`src/rtl/serial_subtractor_ctrl.sv`:
```
// rtl/serial_subtractor_ctrl.sv - bit-serial WIDTH-bit subtractor (A-B) from two cascaded half-subtractors
// Optional macro SERIAL_SUB_CLAMP_EN: clamp diff to 0 on underflow, borrow_out stays the underflow flag.
module serial_subtractor_ctrl #(
  parameter int WIDTH = 8
) (
  input  logic             clk,
  input  logic             rst_n,
  input  logic             start,
  input  logic [WIDTH-1:0] a,
  input  logic [WIDTH-1:0] b,
  output logic             busy,
  output logic             done,
  output logic [WIDTH-1:0] diff,
  output logic             borrow_out
);

  localparam int CW = $clog2(WIDTH) + 1;
  localparam logic [CW-1:0] LAST = CW'(WIDTH - 1);

  typedef enum logic [1:0] {IDLE, SHIFT, DONE} state_t;

  state_t           state;
  logic [WIDTH-1:0] sa, sb, res, res_next;
  logic [CW-1:0]    cnt;
  logic             br;
  logic             t, br1, d, br2, br_next;

  // Operand stage feeds the borrow stage; the held borrow ripples bit to bit.
  always_comb begin
    t        = sa[0] ^ sb[0];
    br1      = ~sa[0] & sb[0];
    d        = t ^ br;
    br2      = ~t & br;
    br_next  = br1 | br2;
    res_next = res >> 1;
    res_next[WIDTH-1] = d;
  end

  always_ff @(posedge clk or negedge rst_n) begin
    if (!rst_n) begin
      state      <= IDLE;
      sa         <= '0;
      sb         <= '0;
      res        <= '0;
      cnt        <= '0;
      br         <= 1'b0;
      busy       <= 1'b0;
      done       <= 1'b0;
      diff       <= '0;
      borrow_out <= 1'b0;
    end else begin
      case (state)
        IDLE: begin
          if (start) begin
            sa         <= a;
            sb         <= b;
            res        <= '0;
            cnt        <= '0;
            br         <= 1'b0;
            diff       <= '0;
            borrow_out <= 1'b0;
            busy       <= 1'b1;
            state      <= SHIFT;
          end
        end
        SHIFT: begin
          sa  <= sa >> 1;
          sb  <= sb >> 1;
          br  <= br_next;
          res <= res_next;
          cnt <= cnt + CW'(1);
          if (cnt == LAST) begin
            state      <= DONE;
            done       <= 1'b1;
            borrow_out <= br_next;
`ifdef SERIAL_SUB_CLAMP_EN
            diff       <= br_next ? '0 : res_next;
`else
            diff       <= res_next;
`endif
          end
        end
        DONE: begin
          done  <= 1'b0;
          busy  <= 1'b0;
          state <= IDLE;
        end
        default: state <= IDLE;
      endcase
    end
  end

endmodule

```
`config.mk`:
```
export PLATFORM = sky130hd
export DESIGN_NAME = serial_subtractor_ctrl
export DESIGN_NICKNAME = d
export VERILOG_FILES = /design/src/rtl/serial_subtractor_ctrl.sv
export SDC_FILE = /design/constraint.sdc
export NUM_CORES = 1
export LEC_CHECK = 0
export CAP_MARGIN = 20
export CORE_ASPECT_RATIO = 0.5
export CORE_MARGIN = 8
export CORE_UTILIZATION = 40
export CTS_BUF_LIST = sky130_fd_sc_hd__clkbuf_4
export DETAILED_ROUTE_END_ITERATION = 8
export SLEW_MARGIN = 5
export SYNTH_ARGS = -nofsm -noshare
export SYNTH_HDL_FRONTEND = slang
export SYNTH_SLANG_ARGS = --single-unit
```
`constraint.sdc`:
```
create_clock -name clk -period 2.4 [get_ports clk]
set_input_delay 0.6 -clock clk [delete_from_list [all_inputs] [get_ports clk]]
set_output_delay 0.6 -clock clk [all_outputs]
set_load 0.02 [all_outputs]
```
# --- Word-level counts from Yosys, hierarchy flattened ---
# Cells that the tools add are included.
word_totals:
  regBits: 42
  latch_bits: 0
  ram_bits: 0
  mem_bits_ro: 0
  inputBits: 19
  out_inout_bits: 11
  wordCells: 53
  mem_count: 0
classes:
  add_sub_neg: 1
  n_mul: 0
  div: 0
  magnitude_cmp: 0
  n_eq_ne: 5
  shift: 0
  mux: 21
  bitwise: 7
  n_reduce_logical: 9
op_table:
  columns: ["operator", "count"]
  rows:
  - ["$pmux 8 s2", 4]
  - ["$mux 8", 4]
  - ["$pmux 1 s2", 4]
  - ["$pmux 4 s2", 1]
  - ["$reduce_and 2->1", 4]
  - ["$reduce_bool 2->1", 3]
  - ["$add 4x1->4 const B", 1]
  - ["$eq 4x3->1 const B", 1]
  - ["$mux 1", 4]
  - ["$mux 2", 2]
  - ["$mux 4", 1]
  - ["$ne 2x2->1 const B", 2]
  - ["$pmux 2 s2", 1]
  - ["$reduce_and 3->1", 1]
  - ["$and 1x1->1", 2]
  - ["$eq 2x1->1 const B", 1]
  - ["$eq 2x2->1 const B", 1]
  - ["$logic_not 2->1", 1]
  - ["$not 1->1", 2]
  - ["$xor 1x1->1", 2]
  - ["$or 1x1->1", 1]

# --- Longest topological paths before layout ---
logic_depth:
  ltp_word: 6
  mapped_depth: 5
  ltp_nobuf: 4

# --- Least setup slack after synthesis ---
# No wires, ideal clock.
synth_timing:
  kind: "input -> register"
  from: "input port start"
  to: "register res[7]"
  setup_time_ps: 121
  arrival_time_ps: 1337
  required_time_ps: 2279
  path_slack_ps: 942
  stages: 5
  path_buffers: 2
  path_cell_list: "or3b_1 buf_2 buf_6 nand3_1 o21ai_1"
synth_between:
  elab_chain_cells: 2
synth_rtl:
  columns: ["element", "line_no", "text"]
  rows:
  - ["start, declared", "8", "input logic start,"]
  - ["$ne 2x2->1 (no source line)", null, null]
  - ["$reduce_and 2->1 (no source line)", null, null]
  - ["end signal, assigned", "70", "res <= res_next;"]
  - ["end, declared", "23", "logic [WIDTH-1:0] sa, sb, res, res_next;"]
# No other way between the ends.
# A chain may end at the register's enable or synchronous reset.

# --- Final worst setup path ---
layout_timing:
  from: "register diff[5]"
  to: "output port diff[5]"
layout_lines:
  columns: ["element", "line_no", "text"]
  rows:
  - ["start, declared", "13", "output logic [WIDTH-1:0] diff,"]
  - ["start signal, assigned", "79", "diff <= res_next;"]
# No word-level cell between the ends.

==> key figures <==
Global route
  – Final global-route overflow total: 0
  – Vias in the first global route: 1,374
  – Total track usage: 10.7%
  – Initial antenna violation count: 0
  – First-pass GRT wire length: 6310 µm
  – Largest net degree at the start of global routing: 36

CTS
  – Postcts setup bufs: 0
  – Clk slew on worst S/H paths: 130 ps
  – CTS buffer count: 5
  – CTS Hold Bufs: 0
  – PostCTS Resize Cnt: 0
  – Root Buffer: clkbuf_4
  – Htree depth: 2
  – Clock latency on the worst-skew pair: 340 ps
  – Sinks on Clock Net: 41
  – Max Root-Sink Buffers: 2
  – CTS tree: built

Placed design
  – HPWL Detailed: 2380 µm
  – Dpl cell area: 2130 µm²
  – GP Congestion: 0.730
  – IO buf count: 29

Drt
  – Via density: 4.97
  – 1st-iter DRT viols: 61
  – DR pass1 iterations: 4
  – Via count: 1,293
  – Post-DRT Antenna Nets: 0
  – Post-route DRC: 0
  – WL/cell: 13.5 µm
  – Total wire length: 3520 µm

Synth
  – Sequential area share after synthesis: 56.9%
  – Area contributors post-synth: dfrtp_1 57%, nand2_1 6.5%, nand3_1 6.4%, mux2i_1 6.1%, a22oi_1 5.0%
  – Synthesized net count: 190
  – Syn. warnings: 0
  – Yosys top cell area share: 56.9%
  – Distinct cells, synth: 26
  – Mapped Area: 1800 µm²
  – Average size of a mapped cell: 10.7 µm²
  – Mapped Cells: 169
  – #FFs+latches synth: 41
  – Yosys top cell by area: dfrtp_1

Timing
  – Tmin final: 1920 ps
  – Max Fclk: 521 MHz
  – Final setup fails: 0
  – Period utilisation layout: 79.9%
  – Setup TNS: 0 ps
  – Final Hold Fails: 0
  – Slew headroom: 66.0%
  – Worst Max-Slew Pin Slew: 509 ps
  – Final setup skew: 14.0 ps
  – Max-slew violations: 0
  – RSZ-0062 raised after global routing: no

Floorplan
  – Placeable core area: 4360 µm²
  – Die Footprint: 7040 µm²
  – Die W: 111 µm
  – Row count: 17
  – Initial Utilization: 41.3%
  – Die H: 63.5 µm
  – I/O pin count: 30

Final layout
  – # diodes: 0
  – Final instance area: 2210 µm²
  – Layout cells sized above 1: 9.36%
  – Storage cell area: 1030 µm²
  – Final core occ: 50.8%
  – Most frequent cells in the layout: 41 x dfrtp_1, 31 x nand2_1, 28 x clkdlybuf4s50_1
  – Commonest non-fill, non-tap cell in the layout: dfrtp_1
  – Multi-input logic area: 647 µm²
  – Fill cells: 400
  – Area Growth Syn to Fin: 22.8%
  – Fin nets: 223

Critical path
  – Worst endpoint required time: 1800 ps
  – R2r setup slk: 850 ps
  – Crit end category: output port
  – Beginning of the worst register-to-register path: state[1]
  – Max FO, Critical Path: 2
  – Crit Path Class: flip-flop to output port
  – Slowest-stage cell, CP: clkdlybuf4s50_1
  – Crit path buf inv count: 1
  – R2r worst-path depth: 5
  – Cell Chain, Critical Path: clkdlybuf4s50_1
  – Worst R2R End: borrow_out
  – CP arrival: 1320 ps
  – Top delay family on crit path: buffers and inverters
  – Slowest stage delay, CP: 610 ps
  – CP startpoint kind: flip-flop

Power and ir drop
  – PwrDens: 1230 nW/µm²
  – Peak supply drop: 397 µV
  – Lkg Pwr: 1.01 nW

Run
  – Max cap viols: 0

Outcome
  – Outcome: finished clean

Min path
  – Min-Delay Path Class: input pin to asynchronous set/reset pin
-- routing by layer --
layer | up-vias | global-route usage (%) | wire [µm]
met2 | 22 | 17.4 | 1640
li1 | 640 | - | -
met4 | 0 | 4.34 | 58
met3 | 6 | 3.87 | 190
met1 | 625 | 12.5 | 1630
met5 | - | 0 | 0
-- Yosys cell counts, drive strengths merged --
library cell,instances
a221o,1
mux2i,11
buf,12
dfrtp,41
nand3,23
nor2b,1
nand2b,1
xnor2,1
nor3b,2
a22oi,12
nor3,3
o21ai,9
nand4,1
inv,10
ha,1
nor2,2
a21oi,2
fa,1
a21o,2
o22ai,1
or3b,1
nand2,31
-- sequential cells by signal (all words and copies together) (netlist names) --
signal and cells:
sa 8, cnt 4, diff 8, res 7, sb 8, state 2, borrow_out 1, done 1
br 1, busy 1
-- metrics by stage --
step	hold WS, ps	total power [mW]	std cells	worst slack [ps]
final	213	2.73	260	482
after global routing	228	2.98	260	400
after CTS	213	2.77	260	445
after detailed placement	465	2.33	252	322
after global placement	461	2.29	252	374
after floorplan	304	1.98	169	942
-- where the power goes --
group	switching [mW]	leakage, nW	internal [mW]
logic	0.632	0.446	0.505
registers	0.170	0.522	0.984
clock network	0.219	0.0389	0.216
-- worst max-delay path by stage --
stage | startpoint | to | slack (ps) | cells past startpoint
3_5_place_dp | start | sa[6] | 320 | 5
4_1_cts | busy | busy | 450 | 1
5_1_grt | diff[1] | diff[1] | 400 | 1
2_1_floorplan | start | res[7] | 940 | 5
3_3_place_gp | start | sa[6] | 370 | 5
6_report | diff[5] | diff[5] | 480 | 1
-- kinds of logic (layout without fill, tap and decap cells) --
kind of cell,Yosys count,after routing,synth area share (%)
AOI/OAI and AO/OA,27,27,9.79
buffers and inverters,22,56,7.15
muxes,11,11,6.11
adders and majority gates,2,2,1.81
DFF,41,41,56.9
and+or+nand+nor,65,65,17.7
xor gates and xnor gates,1,1,0.486
-- worst reg2reg max path, cell delays in order (launching register included) --
cell,delay (ps)
dfrtp_1,480
nand2b_1,180
buf_4,200
nor3_4,180
buf_4,240
mux2i_1,210
-- layout make-up --
class | count | area share [%]
clock inverter | 3 | 1.87
inverter | 10 | 1.70
timing repair buffer | 38 | 15.9
multi-input combinational | 106 | 29.2
clock buffer | 5 | 1.70
tap | 57 | 3.22
sequential | 41 | 46.4
Power figures use the tool's default switching activity.
==> RTL edit (same flow settings) <==
Put one more register stage on the output `done`. The value now appears one clock later. The other outputs are not delayed to match.
--- a/src/rtl/serial_subtractor_ctrl.sv
+++ b/src/rtl/serial_subtractor_ctrl.sv
@@ -19,4 +19,6 @@
 
   typedef enum logic [1:0] {IDLE, SHIFT, DONE} state_t;
+
+  logic done_s0;
 
   state_t           state;
@@ -46,5 +48,5 @@
       br         <= 1'b0;
       busy       <= 1'b0;
-      done       <= 1'b0;
+      done_s0    <= 1'b0;
       diff       <= '0;
       borrow_out <= 1'b0;
@@ -72,5 +74,5 @@
           if (cnt == LAST) begin
             state      <= DONE;
-            done       <= 1'b1;
+            done_s0    <= 1'b1;
             borrow_out <= br_next;
 `ifdef SERIAL_SUB_CLAMP_EN
@@ -82,5 +84,5 @@
         end
         DONE: begin
-          done  <= 1'b0;
+          done_s0 <= 1'b0;
           busy  <= 1'b0;
           state <= IDLE;
@@ -91,4 +93,8 @@
   end
 
+  always_ff @(posedge clk) begin
+    done <= done_s0;
+  end
+
 endmodule
 
Function: changed (a bounded check fails within 10 cycles, from zero or initial values and one cycle with rst_n low).
==> RTL edit against the original RTL <==
Wire length rose by 6.2%. Clock power fell by 21%. Worst setup slack got worse by 0.025 ns. Register-to-register slack got worse by 0.07 ns. Via count rose by 1.4%. Cell area fell by 2.3%. Area after synthesis rose by 0.76%. Power fell by 3.0%. Sequential cell count rose by 1. Largest power group unchanged. Highest routed layer unchanged.
==> RTL edit: results (changes against the original RTL) <==
Outcome
  – Status: finished clean

Route
  – Metal3 WL: 234 um (+23%)
  – Routed vias/inst: 5.141 (+3.4%)
  – Initial DRC Count: 66 (+8.2%)
  – Routed length per instance: 14.64 um (+8.3%)
  – Met1 WL: 1742 um (+7.0%)
  – Metal2 WL: 1717 um (+4.8%)

Yosys
  – Synth unique cells: 30 (+15%)
  – Post-synth top cells: 41 x dfrtp_1, 30 x nand2_1, 23 x nand3_1
  – Dominant cells by area after synthesis: dfrtp_1 57%, nand3_1 6.3%, nand2_1 6.2%
  – Async SR Flop Fraction: 97.62% (-2.4 points)
  – Sequential element share of the synthesized area: 57.62% (+0.67 points)

Setup path
  – Reg2reg path depth: 3 (-2)
  – Crit. Startpoint: diff[7]$_DFFE_PN0P_
  – Register-to-register setup slack: 0.78 ns (-0.07 ns)
  – Worst EP arrival: 1.34 ns (+0.02 ns)
  – RR Endpoint: sa[0]$_DFFE_PN0P_

Placement
  – Dpl cell area: 2110 um^2 (-1.2%)
  – Place WS: 0.3340 ns (+0.01196 ns)
  – Hpwl dp: 2485 um (+4.3%)
  – Final RePlAce weighted congestion: 0.7067 (-3.2%)

Global route
  – GRT Util Overall: 10.83% (+0.16 points)
  – First-pass GRT wire length: 6410 um (+1.5%)
  – M3 GR Usage: 4.438% (+0.57 points)
  – Largest net degree at the start of global routing: 42 (+17%)
  – Met1 usage: 12.64% (+0.090 points)
  – Vias in the first global route: 1388 (+1.0%)

Power and ir drop
  – Max VDD drop: 0.3082 mV (-22%)

Timing
  – Clk_skew: 0.003900 ns (-0.01014 ns)
  – Slew HR: 56.55% (-9.5 points)

Finish
  – Fillers: 422 (+5.5%)
RTL edit: cell types whose count changed after synthesis, sizes merged:
cell	before	now
and2b	0	1
buf	12	11
dfxtp	0	1
nand2	31	30
a2bb2oi	0	1
nor2b	1	0
clkbuf	0	1
a21o	2	1
RTL edit: final cells by class:
class                           count  area [um^2]  area share (%)
Inverter                           10        37.54           1.735
Clock inverter                      2        8.758          0.4049
Tap cell                           57        71.32           3.297
Sequential cell                    42         1046           48.35
Multi-Input combinational cell    105        639.4           29.55
Timing Repair Buffer               33        315.3           14.57
Clock buffer                        6        45.04           2.082
RTL edit: how the worst max path moves through the flow:
stage,to,slack (ns),cells after the start
global placement,sa[6]$_DFFE_PN0P_,0.34,5
CTS,diff[7],0.44,1
finish,diff[7],0.46,1
floorplan,br$_DFFE_PN0P_,0.93,5
global route,diff[6],0.41,1
detailed placement,sa[6]$_DFFE_PN0P_,0.33,5
RTL edit: cell families after synthesis:
kind of cell	count (synthesis)	synth area share, %
multiplexers	11	6.065
XOR/XNOR	1	0.4825
AND/OR/NAND/NOR	64	17.09
adder cells (fa/ha/maj)	2	1.792
AO/OA/AOI/OAI	27	9.787
flip-flops	42	57.62
buffers and inverters	22	7.167
RTL edit: through the flow:
step | hold slack [ns] | cells | power [mW]
after floorplan | 0.3044 | 169 | 2.001
after global placement | 0.3738 | 247 | 2.284
after detailed placement | 0.3658 | 247 | 2.334
after CTS | 0.3065 | 255 | 2.682
after global routing | 0.3313 | 255 | 2.879
final | 0.3008 | 255 | 2.645
RTL edit: power breakdown:
group	internal (mW)	total, mW	leakage (nW)	switching (mW)
clock network	0.122	0.345	0.0331	0.223
logic	0.474	1.11	0.418	0.637
registers	1.01	1.19	0.531	0.180
